## src/rtl/reg_write_tx_pkg.sv

```systemverilog
`default_nettype none
// +----------------------------------------------------------------------+
// | reg_write_tx_pkg: shared constants for the register-write transmitter |
// | Rev 1.0                                                               |
// +----------------------------------------------------------------------+
package reg_write_tx_pkg;

  localparam int c_ADDR_BITS = 3;

  localparam logic [2:0] c_ST_IDLE     = 3'd0;
  localparam logic [2:0] c_ST_LO_SETUP = 3'd1;
  localparam logic [2:0] c_ST_LO_HOLD  = 3'd2;
  localparam logic [2:0] c_ST_HI_SETUP = 3'd3;
  localparam logic [2:0] c_ST_HI_HOLD  = 3'd4;

endpackage
`default_nettype wire

```

## src/rtl/reg_write_tx_sync2.sv

```systemverilog
`default_nettype none
// +----------------------------------------------------------------------+
// | sync2: two-flop synchroniser with configurable reset value            |
// | Rev 1.0                                                               |
// +----------------------------------------------------------------------+
module sync2 #(
  parameter logic RESET_VAL = 1'b0
) (
  input  logic clk,
  input  logic reset,
  input  logic d,
  output logic q
);

  logic r_meta;
  logic r_sync;

  always_ff @(posedge clk) begin
    if (reset) begin
      r_meta <= RESET_VAL;
      r_sync <= RESET_VAL;
    end else begin
      r_meta <= d;
      r_sync <= r_meta;
    end
  end

  assign q = r_sync;

endmodule
`default_nettype wire

```

## src/rtl/reg_write_tx.sv

```systemverilog
`default_nettype none
// +----------------------------------------------------------------------+
// | reg_write_tx: host-side two-phase register-write protocol transmitter |
// | Rev 1.0                                                               |
// +----------------------------------------------------------------------+
module reg_write_tx
  import reg_write_tx_pkg::*;
#(
  parameter int ADDR_BITS      = c_ADDR_BITS,
  parameter int HOLD_CYCLES    = 4,
  parameter int ECHO_EN        = 1,
  parameter int TIMEOUT_CYCLES = 255
) (
  input  logic                 clk,
  input  logic                 reset,
  input  logic                 req_valid,
  output logic                 req_ready,
  input  logic [ADDR_BITS-1:0] req_addr,
  input  logic [15:0]          req_data,
  output logic                 done,
  output logic                 busy,
  output logic                 err,
  input  logic                 clear_err,
  output logic [7:0]           data_out,
  output logic [ADDR_BITS-1:0] addr_out,
  output logic                 data_part_out,
  output logic                 echo_out,
  input  logic                 echo_in
);

  localparam int                c_HCW       = $clog2(HOLD_CYCLES) + 1;
  localparam logic [c_HCW-1:0]  c_HOLD_LAST = c_HCW'(HOLD_CYCLES - 1);
  localparam logic [7:0]        c_TIMEOUT   = 8'(TIMEOUT_CYCLES);

  logic [2:0]           r_state;
  logic [15:0]          r_data;
  logic [c_HCW-1:0]     r_hold_cnt;
  logic [7:0]           r_to_cnt;
  logic [7:0]           r_data_out;
  logic [ADDR_BITS-1:0] r_addr_out;
  logic                 r_data_part;
  logic                 r_echo;
  logic                 r_done;
  logic                 r_err;

  logic w_echo_sync;
  logic w_hold_ok;
  logic w_echo_ok;
  logic w_tmo;
  logic w_exit;

  sync2 #(.RESET_VAL(1'b0)) u_echo_sync (
    .clk   (clk),
    .reset (reset),
    .d     (echo_in),
    .q     (w_echo_sync)
  );

  // A phase ends once the hold is met and the echo has returned, or the echo wait timed out.
  assign w_hold_ok = (r_hold_cnt >= c_HOLD_LAST);
  assign w_echo_ok = (ECHO_EN == 0) || (w_echo_sync == r_echo);
  assign w_tmo     = (r_to_cnt >= c_TIMEOUT);
  assign w_exit    = w_hold_ok && (w_echo_ok || w_tmo);

  always_ff @(posedge clk) begin
    if (reset) begin
      r_state     <= c_ST_IDLE;
      r_data      <= 16'h0000;
      r_hold_cnt  <= '0;
      r_to_cnt    <= 8'h00;
      r_data_out  <= 8'h00;
      r_addr_out  <= '0;
      r_data_part <= 1'b1;
      r_echo      <= 1'b0;
      r_done      <= 1'b0;
      r_err       <= 1'b0;
    end else begin
      r_done <= 1'b0;
      if (clear_err) r_err <= 1'b0;
      case (r_state)
        c_ST_IDLE: begin
          if (req_valid) begin
            r_data     <= req_data;
            r_data_out <= req_data[7:0];
            r_addr_out <= req_addr;
            r_state    <= c_ST_LO_SETUP;
          end
        end
        c_ST_LO_SETUP, c_ST_HI_SETUP: begin
          r_data_part <= (r_state == c_ST_HI_SETUP);
          if (ECHO_EN != 0) r_echo <= ~r_echo;
          r_hold_cnt  <= '0;
          r_to_cnt    <= 8'h00;
          r_state     <= (r_state == c_ST_LO_SETUP) ? c_ST_LO_HOLD : c_ST_HI_HOLD;
        end
        c_ST_LO_HOLD, c_ST_HI_HOLD: begin
          if (!w_hold_ok) r_hold_cnt <= r_hold_cnt + 1'b1;
          else if (!w_echo_ok && !w_tmo) r_to_cnt <= r_to_cnt + 1'b1;
          if (w_exit) begin
            // Setting err after the clear above gives set priority.
            if (!w_echo_ok) r_err <= 1'b1;
            if (r_state == c_ST_LO_HOLD) begin
              r_data_out <= r_data[15:8];
              r_state    <= c_ST_HI_SETUP;
            end else begin
              r_done  <= 1'b1;
              r_state <= c_ST_IDLE;
            end
          end
        end
        default: r_state <= c_ST_IDLE;
      endcase
    end
  end

  assign req_ready     = (r_state == c_ST_IDLE);
  assign busy          = (r_state != c_ST_IDLE);
  assign done          = r_done;
  assign err           = r_err;
  assign data_out      = r_data_out;
  assign addr_out      = r_addr_out;
  assign data_part_out = r_data_part;
  assign echo_out      = r_echo;

endmodule
`default_nettype wire
```

## config.mk

```make
export PLATFORM = sky130hd
export DESIGN_NAME = reg_write_tx
export DESIGN_NICKNAME = d
export VERILOG_FILES = /design/src/rtl/reg_write_tx_pkg.sv /design/src/rtl/reg_write_tx_sync2.sv /design/src/rtl/reg_write_tx.sv
export SDC_FILE = /design/constraint.sdc
export NUM_CORES = 1
export LEC_CHECK = 0
export ABC_CLOCK_PERIOD_IN_PS = 3850
export CAP_MARGIN = 20
export CORE_MARGIN = 1
export CORE_UTILIZATION = 55
export CTS_BUF_LIST = sky130_fd_sc_hd__clkbuf_16
export CTS_CLUSTER_DIAMETER = 150
export DETAILED_ROUTE_END_ITERATION = 8
export DONT_BUFFER_PORTS = 1
export PLACE_DENSITY = 0.7
export SKIP_LAST_GASP = 1
export SYNTH_ARGS = -nofsm -noshare
export SYNTH_HDL_FRONTEND = slang
export SYNTH_HIERARCHICAL = 1
export SYNTH_SLANG_ARGS = --single-unit
```

## constraint.sdc

```tcl
create_clock -name clk -period 3.85 [get_ports clk]
set_input_delay 0.385 -clock clk [delete_from_list [all_inputs] [get_ports clk]]
set_output_delay 0.385 -clock clk [all_outputs]
set_load 0.1 [all_outputs]
```

# Word-level counts from Yosys, hierarchy flattened
# Index checks and enable logic that the tools add are counted.
dict set report word_totals {
  reg_bits 47
  in_bits 24
  output_inout_bits 17
  elab_cells 66
}
dict set report op_classes {
  addsub 2
  magnitude_cmp 2
  n_eq_ne 11
  muxes 19
  n_bitwise 3
  reduce_logical 17
}
# cell n
set ops {}
lappend ops {{$mux W8} 5}
lappend ops {{$pmux W8 S2} 2}
lappend ops {{$mux W3} 4}
lappend ops {{$ne A2 B2 Y1 const B} 6}
lappend ops {{$pmux W3 S3} 1}
lappend ops {{$add A8 B1 Y8 const B} 1}
lappend ops {{$ge A8 B8 Y1 const B} 1}
lappend ops {{$eq A3 B2 Y1 const B} 2}
lappend ops {{$pmux W3 S2} 1}
lappend ops {{$reduce_and A2 Y1} 3}
lappend ops {{$mux W1} 5}
lappend ops {{$reduce_and A4 Y1} 1}
lappend ops {{$reduce_bool A2 Y1} 2}
lappend ops {{$reduce_or A2 Y1} 2}
lappend ops {{$add A3 B1 Y3 const B} 1}
lappend ops {{$eq A3 B1 Y1 const B} 1}
lappend ops {{$eq A3 B3 Y1 const B} 1}
lappend ops {{$ge A3 B2 Y1 const B} 1}
lappend ops {{$logic_not A3 Y1} 1}
lappend ops {{$not A1 Y1} 3}
lappend ops {{$reduce_and A3 Y1} 1}
lappend ops {{$reduce_bool A3 Y1} 1}
lappend ops {{$reduce_or A3 Y1} 1}
lappend ops {{$logic_and A1 B1 Y1} 2}
lappend ops {{other kinds (4)} 5}

# Longest topological paths before layout
dict set report depth {
  ltp_word 6
  ltp_mapped 7
  ltp_nobuf 6
}

# By module
# The synthesis kept the hierarchy.
# module instances cells_each area_per_inst_um2
set by_module_without_submodules {}
lappend by_module_without_submodules {reg_write_tx 1 210 1760.4}
lappend by_module_without_submodules {sync2 1 4 52.6}

# Worst setup path after synthesis
# OpenSTA, ideal clock, no wires.
dict set report synth_timing {
  path_kind {reg-to-output}
  start {reg r_state[0]}
  end {out busy}
  t_arrival_ps 3921
  required_ps 3465
  path_slack_ps -456
  stages_incl_launch_ff 4
  n_path_buf 1
  cell_sequence {dfxtp_1 > buf_2 > nor3_1 > inv_1}
}
dict set report synth_via {
  elab_chain_len 1
}
# item line
set synth_rtl {}
lappend synth_rtl {{start: declaration} reg_write_tx.sv:35} ;# logic [2:0] r_state;
lappend synth_rtl {{start signal: assignment} reg_write_tx.sv:67} ;# r_state <= c_ST_IDLE;
lappend synth_rtl {{start signal: assignment} reg_write_tx.sv:86} ;# r_state <= c_ST_LO_SETUP;
lappend synth_rtl {{start signal: assignment} reg_write_tx.sv:94} ;# r_state <= (r_state == c_ST_LO_SETUP) ? c_ST_LO_HOLD : c_ST_HI_HOLD;
lappend synth_rtl {{$reduce_bool A3 Y1} reg_write_tx.sv:117} ;# assign busy = (r_state != c_ST_IDLE);
lappend synth_rtl {{end: declaration} reg_write_tx.sv:21} ;# output logic busy,
# No other way between the ends.

# Final worst setup path
dict set report layout_timing {
  start {reg r_hold_cnt[0]}
  end {reg r_data_out[0], in the netlist data_out[0]}
}
dict set report layout_via {
  elab_chain_len 4
}
# item line
set layout_rtl {}
lappend layout_rtl {{start: declaration} reg_write_tx.sv:37} ;# logic [c_HCW-1:0] r_hold_cnt;
lappend layout_rtl {{start signal: assignment} reg_write_tx.sv:97} ;# if (!w_hold_ok) r_hold_cnt <= r_hold_cnt + 1'b1;
lappend layout_rtl {{$ge A3 B2 Y1} reg_write_tx.sv:60} ;# assign w_hold_ok = (r_hold_cnt >= c_HOLD_LAST);
lappend layout_rtl {{$logic_and A1 B1 Y1} reg_write_tx.sv:63} ;# assign w_exit = w_hold_ok && (w_echo_ok || w_tmo);
lappend layout_rtl {{$ne A2 B2 Y1 (no source line)} --}
lappend layout_rtl {{$reduce_and A4 Y1 (no source line)} --}
lappend layout_rtl {{end signal: assignment} reg_write_tx.sv:84} ;# r_data_out <= req_data[7:0];
lappend layout_rtl {{end signal: assignment} reg_write_tx.sv:103} ;# r_data_out <= r_data[15:8];
lappend layout_rtl {{end: declaration} reg_write_tx.sv:39} ;# logic [7:0] r_data_out;
# No other way between the ends.
# A chain may end at the register's enable or synchronous reset.

==> results.ini <==
[critical_path]
worstRegToRegCells=6
worst_setup_path_start_kind=register
cpMostUsedCell=ha_1
endpoint_kind=register
cp_data_required_time_ns=4.05
worst_ep_arrival_time_ns=2.71
crit_start=r_hold_cnt[0]
critical_path_stages=6
register_to_register_setup_slack_ns=1.35
path_cells=ha_1 > ha_1 > a211oi_2 > o211ai_1 > o21ai_1 > mux2i_1
timing.rr.start=r_hold_cnt[0]
regToRegEndpoint=data_out[0]
critical_path.n_buffers_inverters=0
critical_path.top_delay_family=compound AO/OA/AOI/OAI gates
critPathMaxStageDelay_ns=0.76
timing.critical_path.fanout_max=9
cp-endpoint=data_out[0]
setup.worst_path.class=reg2reg
cp_slowest_cell=o21ai_1

[synth]
netlist_top_cells_area=dfxtp_1, nand2_1, o211ai_1
synth_xor_area_share_pct=3.31
top_cell_type_s_share_of_synthesized_area_pct=43.1
syn_nets=241
synthTopCellsByCount=dfxtp_1, nand2_1, a21oi_1, o211ai_1, nand3_1
sequential_area_share_after_synthesis_pct=43.1
netlist_instances=214
post_synth_mux_area_share_pct=4.42
synth_top_family_by_area=simple AND/OR/NAND/NOR gates
synthesis.area_per_instance_um2=8.47
synth.ff_latch_count=39
asyncSetResetFlopFracSynth_pct=0
synth_area_um2=1810
warnings_from_yosys=6
synth_area_in_compound_gates_pct=18.5
post-synth-top-count-cell=dfxtp_1
dominantRegCellSynth=dfxtp_1
synth_adder_area_share_pct=2.07
synth_edf_count=0
yosys.area_share.simple_pct=23.9
yosys.area.top_type=dfxtp_1
synth.distinct_cells=38

[detailed_routing]
vias=1522
firstDrtPassIters=4
wire_per_inst_um=15.8
routed-wl-met2_um=1870
detailroute.wirelength.met3_um=256
routed_wl_um=3990
first_iter_violations=99
drc_errors=0
viasPerCell=6.02
ant_nets=0
dr.max_layer_used=met4
wirelength_met1_um=1770

[global_routing]
grt_use_total_pct=26.1
first_global_vias=1547
global_route.overflow_total=0
grt_max_degree=31
antenna_found_initial=0
grt_first_pass_wirelength_um=6800

[outcome]
run_status=completed

[timing]
finalSetupTns_ns=0
timing_worst_slew_pin_value_ns=0.978
min_period_over_period_pct=65.0
min_period_ns=2.50
final_max_slew_viol_count=0
max_clock_freq_mhz=399
clock_skew_ns=0.00214
rsz0062_at_grt=false
worst_slew_margin_rel_pct=34.7
timing.final.setup_violations=0
final_hold_viol_count=0

[worst_hold_path]
hp-class=in2reg

[clock_tree]
clock_tree.htree_level_count=2
cts_tree=yes
clock_insertion_delay_worst_skew_ns=0.28
post-cts-setup-buffers=0
tritoncts.num_buffers=5
cts.reportedPaths.clkPinSlew_ns=0.06
cts_buffer_depth=2
hold_fix_buffer_count_after_cts=0
ctsResizeCount=0
cts-root-buf=clkbuf_16
clock_sink_count=39

[floorplan]
dieWidth_um=59.4
top_level_ports=41
core_region_area_um2=3080
dieArea_um2=3530
initial_utilization_pct=58.9
rows=20
floorplan.die.height_um=59.4

[pwr]
report.power.total_mw=1.34
vdd_ir_max_v=0.000366
power.static_leakage_nw=0.704
power-per-cell-area_nw_per_um2=671

[placed_design]
place.port_buffers=0
finalWeightedCongestion=0.822
dpl.hpwl_um=2660
placed_area_um2=1830

[final_layout]
layout-area-overhead-vs-synth_pct=10.3
antenna-diode-count=0
post_route_cells_drive_above_1_share_pct=8.13
final_nets=235
fin_area_um2=2000

[run]
max_cap_viol_count=0

## power breakdown
part / leakage (nW) / switching [mW] / internal (mW) / total [mW]
registers: 0.319 / 0.198 / 0.444 / 0.642
logic: 0.302 / 0.164 / 0.0724 / 0.236
clock network: 0.0838 / 0.159 / 0.305 / 0.464
total: 0.704 / 0.521 / 0.822 / 1.34
## cell type report
cell class | instances | area, um2
clock buffers | 5 | 125
well taps | 44 | 55.1
inverters | 4 | 15.0
fillers | 259 | 1080
flip-flops and latches | 39 | 781
repair buffers | 3 | 22.5
multi-input cells | 155 | 957
clock inverters | 3 | 43.8
## layout by cell type, fill, tap and decap left out, types with 4 or more instances in the layout
master,instances
inv_1,4
or3_1,9
mux2i_1,8
nor2_1,9
clkbuf_16,5
a31oi_1,4
o211ai_1,15
nand2_1,37
a21oi_1,19
nor3_1,4
nand3_1,10
xnor2_1,4
dfxtp_1,39
## logic make-up after synthesis
logic type / after synthesis
AND/OR/NAND/NOR: 88
flip-flops: 39
buffers and inverters: 20
multiplexers: 8
AO/OA/AOI/OAI: 50
adder cells (fa/ha/maj): 3
XOR/XNOR: 6
## layer usage
metal | track usage (%) | vias to the layer above
met5 | 0 | -
met4 | 13.9 | 0
li1 | - | 764
met1 | 30.8 | 685
met2 | 43.7 | 63
met3 | 6.11 | 10
## per-stage QoR
| stage | worst slack, ns | instances | utilization, % | hold slack (ns) |
|---|---|---|---|---|
| 6_report | 1.35 | 253 | 65.0 | 0.171 |
| 2_1_floorplan | 0.830 | 214 | - | 0.414 |
| 3_5_place_dp | 1.37 | 245 | 59.5 | 0.437 |
| 3_3_place_gp | 1.49 | 245 | 59.5 | 0.415 |
| 4_1_cts | 1.33 | 253 | 65.0 | 0.162 |
| 5_1_grt | 1.12 | 253 | 65.0 | 0.158 |
## sequential cells by signal, summed over array words and instances (netlist names), 3 cells and up
register and flops:
r_hold_cnt 3, r_to_cnt 8, data_out 8, r_state 3
r_data 8, addr_out 3
## worst min-delay path by stage
| stage | end | slack (ns) | startpoint | cells after the start |
|---|---|---|---|---|
| global route | r_hold_cnt[0] | 0.16 | reset | 1 |
| floorplan | u_echo_sync/q | 0.41 | u_echo_sync/r_meta | 1 |
| global placement | u_echo_sync/q | 0.42 | u_echo_sync/r_meta | 1 |
| CTS | r_data[15] | 0.16 | reset | 1 |
| detailed placement | u_echo_sync/q | 0.44 | u_echo_sync/r_meta | 1 |
| finish | u_echo_sync/r_meta | 0.17 | reset | 1 |
No activity file was read; power rests on OpenSTA's default activity.
